`config.mk`:
```
export PLATFORM = sky130hd
export DESIGN_NAME = pipeline_hazard_ctrl
export DESIGN_NICKNAME = d
export VERILOG_FILES = /design/src/rtl/pipeline_hazard_ctrl.sv
export SDC_FILE = /design/constraint.sdc
export NUM_CORES = 1
export LEC_CHECK = 0
export BUFFER_PORTS_ARGS = -buffer_cell sky130_fd_sc_hd__buf_2
export CAP_MARGIN = 20
export CORE_ASPECT_RATIO = 0.9
export CORE_MARGIN = 4
export CORE_UTILIZATION = 25
export DETAILED_ROUTE_END_ITERATION = 10
export PLACE_DENSITY = 0.54
export SLEW_MARGIN = 30
export SYNTH_ARGS = -nofsm -noshare
export SYNTH_HDL_FRONTEND = slang
export SYNTH_SLANG_ARGS = --single-unit
```
`constraint.sdc`:
```
create_clock -name clk -period 4.4 [get_ports clk]
set_input_delay 0.44 -clock clk [delete_from_list [all_inputs] [get_ports clk]]
set_output_delay 0.44 -clock clk [all_outputs]
set_load 0.02 [all_outputs]
```
`src/rtl/pipeline_hazard_ctrl.sv`:
```
// Hazard/stall controller for the five-stage pipeline: load-use bubbles, branch squash window, dmem waits.
// Optional performance counters are built when HAZARD_PERF_CNT_EN is defined.
module pipeline_hazard_ctrl #(
  parameter int unsigned REDIRECT_LAT = 2
) (
  input  logic        clk,
  input  logic        rst_n,
  input  logic        dec_valid,
  input  logic [4:0]  dec_rs1,
  input  logic [4:0]  dec_rs2,
  input  logic        dec_uses_rs1,
  input  logic        dec_uses_rs2,
  input  logic        ex_valid,
  input  logic [4:0]  ex_rd,
  input  logic        ex_is_load,
  input  logic        ex_branch_taken,
  input  logic        mem_req,
  input  logic        mem_ready,
  output logic        stall_if,
  output logic        stall_id,
  output logic        stall_ex,
  output logic        nop_output,
  output logic        flush_if,
  output logic [1:0]  ctrl_state,
  output logic [31:0] stall_cycles,
  output logic [31:0] flush_cycles
);

  typedef enum logic [1:0] {
    RUN      = 2'd0,
    MEM_WAIT = 2'd1,
    FLUSH    = 2'd2,
    BAD      = 2'd3
  } state_t;

  localparam logic [3:0] CNT_LOAD = 4'(REDIRECT_LAT - 1);

  state_t     state_q, state_d;
  logic [3:0] cnt_q, cnt_d;
  logic       luh, mw;
  logic       s_if, s_id, s_ex, s_nop, s_flush;

  assign luh = dec_valid & ex_valid & ex_is_load & (ex_rd != '0) &
               ((dec_uses_rs1 & (dec_rs1 == ex_rd)) | (dec_uses_rs2 & (dec_rs2 == ex_rd)));
  assign mw  = mem_req & ~mem_ready;

  always_ff @(posedge clk or negedge rst_n) begin
    if (!rst_n) begin
      state_q <= RUN;
      cnt_q   <= '0;
    end else begin
      state_q <= state_d;
      cnt_q   <= cnt_d;
    end
  end

  always_comb begin
    state_d = state_q;
    cnt_d   = cnt_q;
    s_if    = 1'b0;
    s_id    = 1'b0;
    s_ex    = 1'b0;
    s_nop   = 1'b0;
    s_flush = 1'b0;
    case (state_q)
      RUN: begin
        if (mw) begin
          s_if    = 1'b1;
          s_id    = 1'b1;
          s_ex    = 1'b1;
          state_d = MEM_WAIT;
        end else if (ex_branch_taken) begin
          s_flush = 1'b1;
          s_nop   = 1'b1;
          cnt_d   = CNT_LOAD;
          if (REDIRECT_LAT > 1) state_d = FLUSH;
        end else if (luh) begin
          s_if  = 1'b1;
          s_id  = 1'b1;
          s_nop = 1'b1;
        end
      end
      MEM_WAIT: begin
        // Branch and load-use are held in the frozen EX stage and re-present in RUN.
        if (mw) begin
          s_if = 1'b1;
          s_id = 1'b1;
          s_ex = 1'b1;
        end else begin
          state_d = RUN;
        end
      end
      FLUSH: begin
        s_flush = 1'b1;
        s_nop   = 1'b1;
        if (mw) begin
          s_if = 1'b1;
          s_id = 1'b1;
          s_ex = 1'b1;
        end else if (cnt_q <= 4'd1) begin
          cnt_d   = '0;
          state_d = RUN;
        end else begin
          cnt_d = cnt_q - 4'd1;
        end
      end
      default: state_d = RUN;
    endcase
  end

  // Outputs are forced low while reset is held, independent of the inputs.
  assign stall_if   = rst_n & s_if;
  assign stall_id   = rst_n & s_id;
  assign stall_ex   = rst_n & s_ex;
  assign nop_output = rst_n & s_nop;
  assign flush_if   = rst_n & s_flush;
  assign ctrl_state = state_q;

`ifdef HAZARD_PERF_CNT_EN
  logic [31:0] stall_cnt_q, flush_cnt_q;

  always_ff @(posedge clk or negedge rst_n) begin
    if (!rst_n) begin
      stall_cnt_q <= '0;
      flush_cnt_q <= '0;
    end else begin
      if (stall_if && (stall_cnt_q != '1)) stall_cnt_q <= stall_cnt_q + 32'd1;
      if (flush_if && (flush_cnt_q != '1)) flush_cnt_q <= flush_cnt_q + 32'd1;
    end
  end

  assign stall_cycles = stall_cnt_q;
  assign flush_cycles = flush_cnt_q;
`else
  assign stall_cycles = '0;
  assign flush_cycles = '0;
`endif

endmodule

```
# Word level (Yosys, flattened, before mapping)
# Cells that the tools add are included.
dict set report totals {
  register_bits 6
  inputBits 25
  output_inout_bits 71
}
dict set report op_classes {
  add_sub_neg 1
  n_lt_le_gt_ge 1
  n_eq_ne 10
  n_mux 23
  bitwise_logic 13
  n_reduce_logical 7
}
# operator n
set ops {}
lappend ops {{4-bit 2-to-1 mux} 4}
lappend ops {{1-bit AND} 11}
lappend ops {{5-bit == test} 2}
lappend ops {{2-bit 2-to-1 mux} 5}
lappend ops {{2-bit inequality test, second input constant} 5}
lappend ops {{1-bit 2-to-1 mux} 9}
lappend ops {{4-bit one-hot mux with 2 select lines} 1}
lappend ops {{4-bit AND reduction} 2}
lappend ops {{1-bit one-hot mux with 2 select lines} 3}
lappend ops {{2-bit one-hot mux with 3 select lines} 1}
lappend ops {{5-bit nonzero test} 1}
lappend ops {{4-bit by 1-bit <= comparator with 1-bit output, second input constant} 1}
lappend ops {{4-bit by 1-bit subtractor with 4-bit output, second input constant} 1}
lappend ops {{3-bit inequality test, second input constant} 1}
lappend ops {{3-bit OR reduction} 1}
lappend ops {{2-bit by 1-bit == test with 1-bit output, second input constant} 1}
lappend ops {{2-bit == test, second input constant} 1}
lappend ops {{2-bit zero test} 1}
lappend ops {{2-bit nonzero test} 1}
lappend ops {{2-bit OR reduction} 1}
lappend ops {{1-bit NOT} 1}
lappend ops {{1-bit bitwise OR} 1}

# Logic depth before layout (Yosys ltp)
dict set report depth {
  word_depth 9
  ltp_mapped 7
  mapped_depth_nobuf 7
}

# Worst setup path before layout
# OpenSTA, ideal clock, no wires.
dict set report synth_timing {
  path_type {register to output}
  from {register state_q[0], in the netlist ctrl_state[0]}
  to {output port stall_if}
  arrival_ns 1.902
  slack_ns 2.058
  path_stages_with_launch 6
  path_buffers 1
  path_cell_list {dfrtp_1 > ha_1 > nor3_1 > o21ai_0 > a21bo_1 > buf_4}
}
dict set report synth_via {
  elab_chain_cells 4
}
# element line_no
set synth_rtl {}
lappend synth_rtl {{from (decl)} 38} ;# state_t state_q, state_d;
lappend synth_rtl {{from (signal assigned)} 52} ;# state_q <= state_d;
lappend synth_rtl {{2-bit == test / 2-bit by 1-bit == test with 1-bit output (equally long branches)} -}
lappend synth_rtl {{2-bit OR reduction (no line)} -}
lappend synth_rtl {{1-bit one-hot mux with 2 select lines (*)} -}
lappend synth_rtl {{1-bit AND (*)} -}
lappend synth_rtl {{to (decl)} 19} ;# output logic stall_if,
# Every way passes the cells marked *; elsewhere a longest branch is shown, timed or not.

# Worst setup path in the final report
dict set report layout_timing {
  from {register state_q[1], in the netlist ctrl_state[1]}
  to {output port stall_if}
}
dict set report layout_via {
  elab_chain_cells 4
}
# element line_no
set layout_rtl {}
lappend layout_rtl {{2-bit == test / 2-bit by 1-bit == test with 1-bit output (equally long branches)} 65} ;# case (state_q)
lappend layout_rtl {{2-bit OR reduction (no line)} -}
lappend layout_rtl {{1-bit one-hot mux with 2 select lines (*)} 65}
lappend layout_rtl {{1-bit AND (*)} 112} ;# assign stall_if = rst_n & s_if;
# Marked as above.

==> results.md <==
* Top cell type's share of synthesized area at 0.448
* Most frequent cells after synthesis: 65 x buf_4, 8 x xor2_1
* Num Clock Sinks at 6
* Worst-path clk slew at ~0.04 ns
* Clk pwr share at 0.167
* Register area share after synthesis at 0.138
* Final Cell Area at 0.00109 mm^2
* Starting density of the core at 0.264
* Die Area at approximately 0.0055 mm^2
* Critical R2R Capture: cnt_q[2]
* CP Max Fanout at 6
* First DRT Iteration DRCs at 10
* Global-route wire length before repair at 2980 um
* Worst setup EP type: output pin
* Port buffer count at 31
* Routed WL per cell at ~9.4 um
* Initial DRT Pass Iterations at 3
* Nets@finish at 199
* Die Wd at between 70 and 80 um
* Reg2Reg Depth at 7
* Die Ht at ~71 um
* Fin. Hold Viols at 0
* Final min period at 2.22 ns
* Register share of total power at 0.212
* Drt via density at about 3.6
* Setup tns final at 0 ns
* Slew Limit Fails at 0
* Outcome: finished, final reports clean
* Crit path DAT at 1.78 ns
* I/O pins at between 90 and 100
* DR DRC count at 0
* Core footprint at between 0.004 and 0.005 mm^2
* H-tree depth at 1
* Sw Share at 0.511
* Share of synthesized registers carrying an async set or reset at 1.00
* Worst EP required at around 4.0 ns
* Reg-to-reg startpoint: ctrl_state[0]
* Setup bufs post-CTS at 0
* Post-synth top area cell: buf_4
* Num CTS Buffers at 3
* Antenna Cells at 0
* Crit path from: ctrl_state[1]
* Area post-placement at about 0.0011 mm^2
* Worst vdd ir at around 0.14 mV
* Syn Area/Cell at 8.12 um^2
* Hold buffer count at cts at 0
* LEAKAGE at approximately 0.63 nW
* RSZ-0062 raised after global routing: no
* Final setup viols at 0
* Synthesis Warnings at 0
* Hold crit path type: input pin to async pin
* Area contributors post-synth: buf_4 45%, dfrtp_1 14%, ha_1 6.9%, xor2_1 6.4%, nor4_1 2.3%
* Pwr dens at 468 mW/mm^2
* Final worst path period share at 0.506
* Cts repair resizes at 0
* Main synth FF type: dfrtp_1
* Combinational fraction of design power at 0.621
* CP startpoint kind: flop
* Clock latency on the worst-skew pair at between 0.2 and 0.25 ns
* Syn-to-layout area delta at 0.460%
* Syn Inst Count at between 100 and 150
* Count leader, synth: buf_4
* Final Non-Filler Cells at approximately 210
* Max clock buf depth at 2
* Overall Global Routing Usage at 0.0687
* Placed cells at about 210
* Root Buffer Master: clkbuf_8
* Layout Skew at 0.00386 ns
* TritonCTS clock tree: done
* Largest net degree at the start of global routing at 9
* Max-Cap Viols at 0
* R2r setup slk at about 2.7 ns
* #FFs+latches synth at 6
* FMAX at about 450 MHz
* Count of cell types in the netlist at 33
* Cell Area, Synth at around 0.0011 mm^2
* RePlAce Congestion at between 0.6 and 0.7
* Post-synth EDFFs at 0
* Vias in the first global route at 650
* Detailed placement HPWL at 1800 um
* Share of layout cells above drive strength 1 at 0.223
* Site Rows at 22
* Cell-internal power at ~0.00025 W
* DRT Wirelength at approximately 2000 um
* CP Class: flop to output pin
* Switching pwr at 0.000262 W
* Initial antenna violation count at 0
* Via Count at slightly below 800
* Detail Route Antenna Nets at 0
* Grt ovf at 0
worst max-delay path: stages (launching register included):
cell,delay (ns)
dfrtp_1,0.40
inv_1,0.12
ha_1,0.27
inv_1,0.10
nor4_1,0.31
a21bo_1,0.18
buf_2,0.17
cell usage in the layout (no fill, tap or decap), types with 4 or more instances in the layout:
cell type	instances
inv_1	6
conb_1	64
xor2_1	8
nor4_1	4
buf_2	31
nor2_1	6
dfrtp_1	6
ha_1	6
area by class of cell:
class,instances,area [um^2]
well taps,48,60.1
inverters,6,22.5
flip-flops and latches,6,150
clock buffers,3,41.3
multi-input cells,120,664
fillers,461,3040
repair buffers,31,155
registers in the layout, summed over array words and instances (netlist names):
register / flops
ctrl_state: 2
cnt_q: 4
cells by family after synthesis:
kind of cell | synth area share
mux | 0.0184
fa+ha+maj | 0.0690
compound gates | 0.113
buf+inv | 0.469
other cells | 0.00344
xor+xnor | 0.0805
flops | 0.138
simple gates | 0.109
worst max-delay path by stage:
stage | cells past startpoint | slack (ns) | end
finish | 6 | 2.18 | stall_if
global route | 6 | 2.02 | stall_if
CTS | 6 | 2.17 | stall_if
detailed placement | 6 | 2.25 | stall_if
global placement | 6 | 2.27 | nop_output
floorplan | 5 | 2.06 | stall_if
through the flow:
step | utilization | setup slack (ns) | hold slack (ns) | total power [W]
2_1_floorplan | - | 2.06 | 0.144 | 0.000394
5_1_grt | 0.265 | 2.02 | 0.0552 | 0.000573
3_5_place_dp | 0.255 | 2.25 | 0.293 | 0.000426
6_report | 0.265 | 2.18 | 0.0439 | 0.000512
4_1_cts | 0.265 | 2.17 | 0.0498 | 0.000519
3_3_place_gp | 0.255 | 2.27 | 0.292 | 0.000425
layer usage:
metal,GRT usage,wire length (um),up-vias
met5,0,0,-
li1,-,-,383
met4,0.0356,27,0
met2,0.110,996,44
met3,0.0191,185,3
met1,0.0840,801,346
power by group through the flow:
stage	sequential (W)	clock [W]	combinational (W)
floorplan	0.000115	0	0.000279
global placement	0.000109	0	0.000316
detailed placement	0.000110	0	0.000316
CTS	0.000109	0.0000889	0.000321
global route	0.000116	0.0000935	0.000364
finish	0.000108	0.0000856	0.000318
Power figures use the tool's default switching activity.
